<file path="config.mk">
export PLATFORM = sky130hd
export DESIGN_NAME = cm_frame_regbank_flat
export DESIGN_NICKNAME = d
export VERILOG_FILES = /design/src/rtl/cm_frame_regbank_if.sv /design/src/rtl/cm_frame_regbank.sv /design/src/flat_wrapper.sv
export SDC_FILE = /design/constraint.sdc
export NUM_CORES = 2
export LEC_CHECK = 0
export BUFFER_PORTS_ARGS = -buffer_cell sky130_fd_sc_hd__buf_2
export CORE_AREA = 2 2 420 422
export DETAILED_ROUTE_END_ITERATION = 10
export DIE_AREA = 0 0 422 424
export GPL_ROUTABILITY_DRIVEN = 0
export MAX_ROUTING_LAYER = met4
export PLACE_DENSITY = 0.65
export REMOVE_ABC_BUFFERS = 1
export SYNTH_ARGS = -nofsm -noshare
export SYNTH_HDL_FRONTEND = slang
export SYNTH_SLANG_ARGS = --single-unit
</file>
<file path="constraint.sdc">
create_clock -name clk -period 2.8 [get_ports clk]
set_input_delay 0 -clock clk [delete_from_list [all_inputs] [get_ports clk]]
set_output_delay 0 -clock clk [all_outputs]
set_load 0.005 [all_outputs]
</file>
<file path="src/rtl/cm_frame_regbank_if.sv">
// Bus between the CM detector / control logic and the frame register bank.
// Latency: n/a (wiring only).
// Backpressure: none; the detector side is strobe-driven and cannot be stalled.
interface cm_frame_regbank_if #(
  parameter int DATA_W = 16,
  parameter int FCNT_W = 16
);
  logic              cs;
  logic [DATA_W-1:0] data_in;
  logic [7:0]        d_number;
  logic [7:0]        rd_addr;
  logic [DATA_W-1:0] rd_data;
  logic              frame_valid;
  logic [FCNT_W-1:0] frame_cnt;
  logic              err_seq;
  logic              err_timeout;
  logic              busy;

  modport master (
    output cs, data_in, d_number, rd_addr,
    input  rd_data, frame_valid, frame_cnt, err_seq, err_timeout, busy
  );

  modport slave (
    input  cs, data_in, d_number, rd_addr,
    output rd_data, frame_valid, frame_cnt, err_seq, err_timeout, busy
  );
endinterface

</file>
<file path="src/rtl/cm_frame_regbank.sv">
// Collects CM frame words into a shadow bank and commits whole in-order frames by bank swap.
// Latency: word acted on 3 clk after cs rises; frame_valid 1 clk after final word; rd_data 1 clk after rd_addr.
// Backpressure: none; out-of-order or stalled frames are dropped with an error pulse.
module cm_frame_regbank #(
  parameter int REG_MAX        = 50,
  parameter int DATA_W         = 16,
  parameter int TIMEOUT_CYCLES = 100000,
  parameter int FCNT_W         = 16
) (
  input logic clk,
  input logic rst_n,
  cm_frame_regbank_if.slave bus
);

  localparam int AW = (REG_MAX > 1) ? $clog2(REG_MAX) : 1;
  localparam int TW = $clog2(TIMEOUT_CYCLES + 1);
  localparam logic [7:0]    LAST_IDX = 8'(REG_MAX);
  // Timer holds T-2 in the last cycle before expiry; a quiet cycle there fires the timeout.
  localparam logic [TW-1:0] TMO_LAST = TW'((TIMEOUT_CYCLES >= 2) ? TIMEOUT_CYCLES - 2 : 0);

  typedef enum logic [1:0] {IDLE, RECV, COMMIT} state_t;

  state_t            state, state_nx;
  logic [7:0]        expected, expected_nx;
  logic [TW-1:0]     timer, timer_nx;
  logic              cs_s1, cs_s2, cs_s3;
  logic              stb;
  logic              wr_en;
  logic [AW-1:0]     wr_addr;
  logic              seq_err, to_err, commit_go;
  logic              active, have_frame;
  logic              shadow_sel;
  logic [FCNT_W-1:0] fcnt_q;
  logic [DATA_W-1:0] bank [2][REG_MAX];

  assign stb        = cs_s2 & ~cs_s3;
  assign shadow_sel = ~active;
  assign bus.frame_cnt = fcnt_q;

  // Bring cs into the clk domain and keep one extra stage for edge detection.
  always_ff @(posedge clk or negedge rst_n) begin
    if (!rst_n) begin
      cs_s1 <= 1'b0;
      cs_s2 <= 1'b0;
      cs_s3 <= 1'b0;
    end else begin
      cs_s1 <= bus.cs;
      cs_s2 <= cs_s1;
      cs_s3 <= cs_s2;
    end
  end

  // FSM state, expected index and inter-word timer.
  always_ff @(posedge clk or negedge rst_n) begin
    if (!rst_n) begin
      state    <= IDLE;
      expected <= '0;
      timer    <= '0;
    end else begin
      state    <= state_nx;
      expected <= expected_nx;
      timer    <= timer_nx;
    end
  end

  // Next state: frame start/restart, in-order accept, sequence error, timeout.
  always_comb begin
    state_nx    = state;
    expected_nx = expected;
    timer_nx    = timer;
    wr_en       = 1'b0;
    wr_addr     = '0;
    seq_err     = 1'b0;
    to_err      = 1'b0;
    commit_go   = 1'b0;
    case (state)
      RECV: begin
        if (stb) begin
          if (bus.d_number == expected) begin
            wr_en       = 1'b1;
            wr_addr     = AW'(expected - 8'd1);
            expected_nx = expected + 8'd1;
            timer_nx    = '0;
            if (expected == LAST_IDX) begin
              state_nx  = COMMIT;
              commit_go = 1'b1;
            end
          end else if (bus.d_number == 8'd1) begin
            // Detector resynced on a fresh 'CM' header: start over quietly.
            wr_en       = 1'b1;
            wr_addr     = '0;
            expected_nx = 8'd2;
            timer_nx    = '0;
          end else begin
            seq_err  = 1'b1;
            state_nx = IDLE;
          end
        end else if (timer == TMO_LAST) begin
          to_err   = 1'b1;
          state_nx = IDLE;
        end else begin
          timer_nx = timer + TW'(1);
        end
      end
      default: begin
        // IDLE and COMMIT treat a strobe identically; non-header words are ignored.
        state_nx = IDLE;
        if (stb && bus.d_number == 8'd1) begin
          wr_en       = 1'b1;
          wr_addr     = '0;
          expected_nx = 8'd2;
          timer_nx    = '0;
          if (REG_MAX == 1) begin
            state_nx  = COMMIT;
            commit_go = 1'b1;
          end else begin
            state_nx  = RECV;
          end
        end
      end
    endcase
  end

  // State-decoded outputs.
  always_comb begin
    bus.busy        = (state == RECV);
    bus.frame_valid = (state == COMMIT);
  end

  // Commit bookkeeping (swap happens on entry to COMMIT so reads that cycle see the new frame) and error pulses.
  always_ff @(posedge clk or negedge rst_n) begin
    if (!rst_n) begin
      active          <= 1'b0;
      have_frame      <= 1'b0;
      fcnt_q          <= '0;
      bus.err_seq     <= 1'b0;
      bus.err_timeout <= 1'b0;
    end else begin
      bus.err_seq     <= seq_err;
      bus.err_timeout <= to_err;
      if (commit_go) begin
        active     <= ~active;
        have_frame <= 1'b1;
        fcnt_q     <= fcnt_q + FCNT_W'(1);
      end
    end
  end

  // Bank storage: only the shadow bank is ever written.
  always_ff @(posedge clk or negedge rst_n) begin
    if (!rst_n) begin
      for (int b = 0; b < 2; b++) begin
        for (int i = 0; i < REG_MAX; i++) begin
          bank[b][i] <= '0;
        end
      end
    end else if (wr_en) begin
      bank[shadow_sel][wr_addr] <= bus.data_in;
    end
  end

  // Registered read of the committed bank; zero before the first frame or out of range.
  always_ff @(posedge clk or negedge rst_n) begin
    if (!rst_n) begin
      bus.rd_data <= '0;
    end else if (have_frame && bus.rd_addr < LAST_IDX) begin
      bus.rd_data <= bank[active][bus.rd_addr[AW-1:0]];
    end else begin
      bus.rd_data <= '0;
    end
  end

endmodule

</file>
<file path="src/flat_wrapper.sv">
// flat-port wrapper written by rule: the top's interface ports become plain ports
module cm_frame_regbank_flat 
#(
  parameter int REG_MAX        = 50,
  parameter int DATA_W         = 16,
  parameter int TIMEOUT_CYCLES = 100000,
  parameter int FCNT_W         = 16
)
  (clk, rst_n, bus_cs, bus_data_in, bus_d_number, bus_rd_addr, bus_rd_data, bus_frame_valid, bus_frame_cnt, bus_err_seq, bus_err_timeout, bus_busy);
  cm_frame_regbank_if #(.DATA_W(DATA_W), .FCNT_W(FCNT_W)) bus_i ();
  input logic clk;
  input logic rst_n;
  input wire logic [$bits(bus_i.cs)-1:0] bus_cs;
  input wire logic [$bits(bus_i.data_in)-1:0] bus_data_in;
  input wire logic [$bits(bus_i.d_number)-1:0] bus_d_number;
  input wire logic [$bits(bus_i.rd_addr)-1:0] bus_rd_addr;
  output wire logic [$bits(bus_i.rd_data)-1:0] bus_rd_data;
  output wire logic [$bits(bus_i.frame_valid)-1:0] bus_frame_valid;
  output wire logic [$bits(bus_i.frame_cnt)-1:0] bus_frame_cnt;
  output wire logic [$bits(bus_i.err_seq)-1:0] bus_err_seq;
  output wire logic [$bits(bus_i.err_timeout)-1:0] bus_err_timeout;
  output wire logic [$bits(bus_i.busy)-1:0] bus_busy;
  assign bus_i.cs = bus_cs;
  assign bus_i.data_in = bus_data_in;
  assign bus_i.d_number = bus_d_number;
  assign bus_i.rd_addr = bus_rd_addr;
  assign bus_rd_data = bus_i.rd_data;
  assign bus_frame_valid = bus_i.frame_valid;
  assign bus_frame_cnt = bus_i.frame_cnt;
  assign bus_err_seq = bus_i.err_seq;
  assign bus_err_timeout = bus_i.err_timeout;
  assign bus_busy = bus_i.busy;
  cm_frame_regbank #(.REG_MAX(REG_MAX), .DATA_W(DATA_W), .TIMEOUT_CYCLES(TIMEOUT_CYCLES), .FCNT_W(FCNT_W)) u_core (.clk(clk), .rst_n(rst_n), .bus(bus_i));
endmodule
</file>
# Word level (Yosys, flattened, before mapping)

Cells that the tools add are included.

Register bits after elaboration: 1666
Latch bits: 0
RAM bits: 0
Memory bits (read-only): 0
Bits of input ports: 35
Output and inout bits: 36
Word-level logic and storage cells: 200
Memories: 0

Add/sub/neg operators: 4
Multipliers: 0
Divide/modulo/power cells: 0
Magnitude comparators: 7
Equal/unequal tests: 13
Shift operators: 0
Multiplexer cells: 49
Bitwise gates (word level): 7
Reduce and logical (&&, ||, !) cells: 8

Operators by type and width:

| kind                                               | count |
|---|---|
| two-way mux 800 bit                                | 4 |
| bitwise mux 1600 bit                               | 1 |
| demux 800 bit (select 1 bit)                       | 1 |
| two-way mux 17 bit                                 | 6 |
| binary-select mux 16 bit (select 6 bit)            | 1 |
| demux 16 bit (select 6 bit)                        | 1 |
| two-way mux 16 bit                                 | 4 |
| two-way mux 8 bit                                  | 5 |
| two-way mux 6 bit                                  | 3 |
| adder 17 x 1 -> 17 bit, second input constant      | 1 |
| == test 17 bit, second input constant              | 1 |
| two-way mux 1 bit                                  | 17 |
| adder 16 x 1 -> 16 bit, second input constant      | 1 |
| >= comparator 7 bit, second input constant         | 2 |
| inverter 6 -> 7 bit                                | 2 |
| two-way mux 2 bit                                  | 6 |
| != test 4 bit, second input constant               | 3 |
| AND reduction 3 bit                                | 3 |
| adder 8 x 1 -> 8 bit, second input constant        | 1 |
| == test 8 x 1 -> 1 bit, second input constant      | 1 |
| == test 8 x 6 -> 1 bit, second input constant      | 1 |
| == test 8 bit                                      | 1 |
| < comparator 8 x 6 -> 1 bit, second input constant | 1 |
| < comparator 7 x 1 -> 1 bit, second input constant | 1 |
| other kinds (13)                                   | 20 |

# Depth between registers and ports, before layout

Word-level depth: 12
Mapped depth: 12
Depth with buffers taken out: 8

# Worst setup path before layout

Ideal clock, no wire load.

Path type: reg2reg
Start: reg u_core.expected[0]
End: reg u_core.bank[1301] in the netlist's numbering
Library setup time: 0.125 ns
Data arrival time: 2.766 ns
Data required time: 2.675 ns
Path slack: -0.090 ns
Cell stages (with the launch flop): 11
Path buffers: 2
Period minus slack after synthesis: 2.890 ns
Cells stage by stage: dfrtp_1 -> inv_1 -> ha_1 -> nor3b_1 -> xor2_1 -> and3_1 -> buf_2 -> nand2_2 -> nor2_2 -> buf_2 -> mux2_2

Longest elaborated chain between the ends: 12
Elaborated cells between the ends (all ways): 17
Classes of those cells: add/sub (1); order compare (2); eq/ne (1); mux (11); bitwise (1); reduce/logical (1)

RTL lines:

| item                                                                                            | RTL line                                       | text |
|---|---|---|
| start, declared                                                                                 | cm_frame_regbank.sv:24                         | `logic [7:0] expected, expected_nx;` |
| start signal, assigned                                                                          | cm_frame_regbank.sv:61                         | `expected <= expected_nx;` |
| subtractor 6 x 1 -> 6 bit / == test 8 bit (equally long branches)                               | cm_frame_regbank.sv:81, cm_frame_regbank.sv:79 |  |
| two-way mux 6 bit                                                                               | cm_frame_regbank.sv:79                         | `if (bus.d_number == expected) begin` |
| two-way mux 6 bit                                                                               | cm_frame_regbank.sv:78                         | `if (stb) begin` |
| two-way mux 6 bit                                                                               | cm_frame_regbank.sv:76                         | `case (state)` |
| inverter 6 -> 7 bit (implied by the code)                                                       | cm_frame_regbank.sv:158                        | `bank[shadow_sel][wr_addr] <= bus.data_in;` |
| >= comparator 7 bit (implied by the code) / < comparator 7 x 1 -> 1 bit (equally long branches) | cm_frame_regbank.sv:158                        |  |
| logical AND 1 bit (implied by the code)                                                         | cm_frame_regbank.sv:158                        |  |
| two-way mux 16 bit (implied by the code)                                                        | cm_frame_regbank.sv:158                        |  |
| demux 16 bit (select 6 bit)                                                                     | cm_frame_regbank.sv:158                        |  |
| two-way mux 800 bit (implied by the code)                                                       | cm_frame_regbank.sv:158                        |  |
| demux 800 bit (select 1 bit)                                                                    | cm_frame_regbank.sv:158                        |  |
| bitwise mux 1600 bit                                                                            | cm_frame_regbank.sv:158                        |  |
| end signal, assigned by index                                                                   | cm_frame_regbank.sv:158                        |  |
| end, declared                                                                                   | cm_frame_regbank.sv:34                         | `logic [DATA_W-1:0] bank [2][REG_MAX];` |

Parallel ways exist; a longest one is shown, timed or not.
A chain may end at the register's enable or synchronous reset.

# Worst setup path in the final report

Start: reg u_core.expected[0]
End: reg u_core.bank[939] in the netlist's numbering

Same word-level chain as after synthesis.

==> key figures <==
Yosys
  – Dominant cell type by area after synthesis: dfrtp_1
  – Synth Area per Inst: 15.0 um2
  – FFs w/ async S/R, synth: between 90% and 100%
  – Yosys cell types: 70
  – Sequential share of the synthesized area: 54.5%
  – Warnings, synthesis: 0
  – EDFF count, synth: 0
  – Top post-synthesis cells by area: dfrtp_1, mux2_2, mux4_2, mux2i_1, clkbuf_1
  – Cell Area, Synth: 76500 um2
  – Synth Flop Type: dfrtp_1
  – Synth top area share: 54.5%
  – Synth Instances: 5094
  – Number of synthesized register bits: 1666

Routing
  – Vias per std cell: 5.89
  – Total Routed Length: 224 mm
  – DR pass1 iterations: 5
  – Initial DRC Count: 3991
  – Avg WL per Cell: about 28 um
  – Vias: 46900
  – Routed Antenna Nets: 0
  – DRC viols: 0

Floorplanning
  – Core region area: 175000 um2
  – Die X: 422 um
  – Starting Density: 43.7%
  – Rows: 154
  – IO Pins: 71
  – Die area: 179000 um2
  – Die Ht: 424 um

Timing
  – Max-slew violations: 0
  – Clock Skews: approximately 31 ps
  – Shortest period the worst path allows: 2920 ps
  – Final setup margin: -121 ps
  – Final period util: 104%
  – Final hold violations: 0
  – Final setup viols: around 200
  – Slew @ Worst Pin: 1250 ps
  – Fmax: 342 MHz
  – Rel. slew slack: 16.4%
  – Setup TNS: -7620 ps
  – Unrepaired setup endpoints after global routing: yes

Power and ir drop
  – Seq pwr share: 48.6%
  – P_int: 38.0 mW
  – Sw Ratio: a little under a quarter
  – VDD IR max: 547 uV
  – Power per cell area: 536 nW/um2
  – Part of the power in combinational logic: 4.8%
  – Sw Pwr: 11.6 mW
  – Clk pwr share: 46.6%
  – Leakage: 45.2 nW

Layout
  – Area Growth Syn to Fin: 20.9%
  – Final nets: approximately 5500
  – Sequential cell area: 41700 um2
  – Most common cell after layout, fill and taps aside: dfrtp_1
  – Final Core Density: 52.8%
  – Layout cells sized above 1: a little over half
  – Final-layout fill cell count: 14400
  – Footprint of the multi-input gates: roughly 34000 um2
  – Commonest non-fill, non-tap cells in the layout: dfrtp_1, mux2_2, buf_4, mux4_2, mux2i_1

Clock network
  – Inserted Clock Buffers: between 150 and 200
  – TritonCTS clock tree: yes
  – TritonCTS Sinks: around 1700
  – CTS max path bufs: 3
  – Root buf cell: clkbuf_16
  – Clk Latency, worst-skew pair: 820 ps
  – Clk slew on worst S/H paths: ~60 ps
  – CTS HTree Levels: 4

GRT
  – Initial antenna violation count: 8
  – All-Layer GR Usage: 24.9%
  – Vias in the first global route: approximately 48000
  – First-pass GRT wire length: ~320 mm
  – Largest net degree at the start of global routing: roughly 100
  – Remaining Overflow, GRT: 0

Job
  – MaxCap Viol Count: 0

Worst setup path
  – Reg2Reg Depth: 14
  – Crit path capture type: register
  – Worst Path Required: 3490 ps
  – Cell family with most CP delay: buffers and inverters
  – Most common cell on crit path: buf_12
  – Worst-path maximum fanout: 8
  – WP depth: 14
  – Critical path type: reg -> reg
  – CP Launch Type: register
  – Max incr delay on CP: between 300 and 400 ps
  – Slowest CP cell: dfrtp_1
  – CP Buf/Inv Count: 9
  – CP Data Arrival Time: roughly 3600 ps
  – Critical path cell sequence: buf_6 > buf_12 > buf_12 > nor3_4 > buf_6 > xor2_4 > buf_4 > nand3_4 > buf_12 > buf_12 > nor3_4 > buf_12 > clkbuf_16 > mux2_2

Hold path
  – Tightest Hold Check Type: in -> reg
  – Hold path cells: 2

Placed design
  – Input/output buffers: 70
  – Post-Place Setup Slack: -167 ps
  – DP HPWL: 141 mm

Run status
  – Outcome: complete, but fails checks
  – Failing checks: negative setup slack
-- power groups by stage --
| stage | Combinational, mW | Sequential (mW) | Clock [mW] |
|---|---|---|---|
| finish | 2.36 | 24.1 | 23.1 |
| global route | 2.52 | 24.1 | 24.5 |
| CTS | 2.32 | 24.1 | 23.5 |
| detailed placement | 2.25 | 24.5 | 0 |
| global placement | 2.22 | 24.5 | 0 |
| floorplan | 0.415 | 24.5 | 0 |
-- flip-flops by register name, indices dropped and copies added, names as in the netlist --
signal and cells:
u_core.bus.err_timeout 1, u_core.have_frame 1, u_core.bus.rd_data 16, u_core.bank 1600, u_core.active 1, u_core.bus.frame_cnt 16, u_core.cs_s1 1, u_core.cs_s3 1
u_core.bus.err_seq 1, u_core.expected 8, u_core.timer 17, u_core.cs_s2 1, u_core.state 2
-- layer usage --
metal	part of all wire, %	GRT usage, %	vias up
met4	3.7	8.92	0
met5	0	-	-
met1	44	34.3	25600
met2	46	37.7	1308
met3	5.6	3.88	350
li1	-	-	19600
-- final timing paths --
kind,start,end,slack (ps)
setup / recovery,u_core.expected[0],u_core.bank[939],-120
min in group asynchronous,rst_n,u_core.bank[214],220
max in group asynchronous,rst_n,u_core.bank[125],2010
hold reg to reg,u_core.cs_s1,u_core.cs_s2,350
setup reg to reg,u_core.expected[0],u_core.bank[939],-120
hold / removal,bus_data_in[1],u_core.bank[209],80
-- stage by stage --
| step | instances | instance area (um2) | hold WS (ps) | power, mW |
|---|---|---|---|---|
| 6_report | 7965 | 92500 | 80.6 | 49.5 |
| 3_5_place_dp | 7535 | 83600 | 112 | 26.8 |
| 2_1_floorplan | 4634 | 74300 | -296 | 25.0 |
| 3_3_place_gp | 7535 | 83600 | 111 | 26.8 |
| 4_1_cts | 7895 | 90000 | 23.7 | 49.9 |
| 5_1_grt | 7962 | 92500 | 77.4 | 51.1 |
-- logic make-up after synthesis --
family,Yosys count,share of synthesized area (%)
multiplexers,2161,36.0
AND/OR/NAND/NOR,418,3.08
XOR/XNOR,42,0.481
flip-flops,1666,54.5
adder cells (fa/ha/maj),6,0.0982
buffers and inverters,468,2.84
AO/OA/AOI/OAI,333,2.95
-- cell usage after synthesis (8+ instances only) --
library cell  number
a41oi_1           10
nand2_1           87
mux2_2          1543
nor2b_1           11
dfrtp_1         1666
and2_1            11
clkbuf_1         243
and3_1            19
nor3_1            13
mux2_1            49
nor4_1            15
mux4_2           310
nor2_1            53
o21ai_0           50
o22ai_1           20
nand3_1           58
a21oi_1           70
a221oi_1          21
a211oi_1           8
buf_4             60
mux2_4            10
xor2_1            21
xnor2_1           21
nor2_2            66
buf_2            107
buf_1             43
nand4_1           17
mux2i_1          249
a31oi_1           13
a22oi_1          103
nor3_2            21
-- timing repair --
item	4_1_cts	5_1_grt
setup buffers	6	34
hold endpoints to repair	2130	0
pin swaps	3	39
gates resized for setup	39	343
setup endpoints to repair	1446	1347
hold buffers	37	0
gates cloned	3	29
-- area by class of cell --
type	instances	share of cell area, %
Timing Repair Buffer	670	8.69
Clock inverter	44	0.468
Multi-Input combinational cell	2960	36.9
Antenna cell	7	0.0189
Inverter	8	0.0325
Sequential cell	1666	45.1
Clock buffer	270	5.67
Tap cell	2340	3.17
No activity file was read; power rests on OpenSTA's default activity.
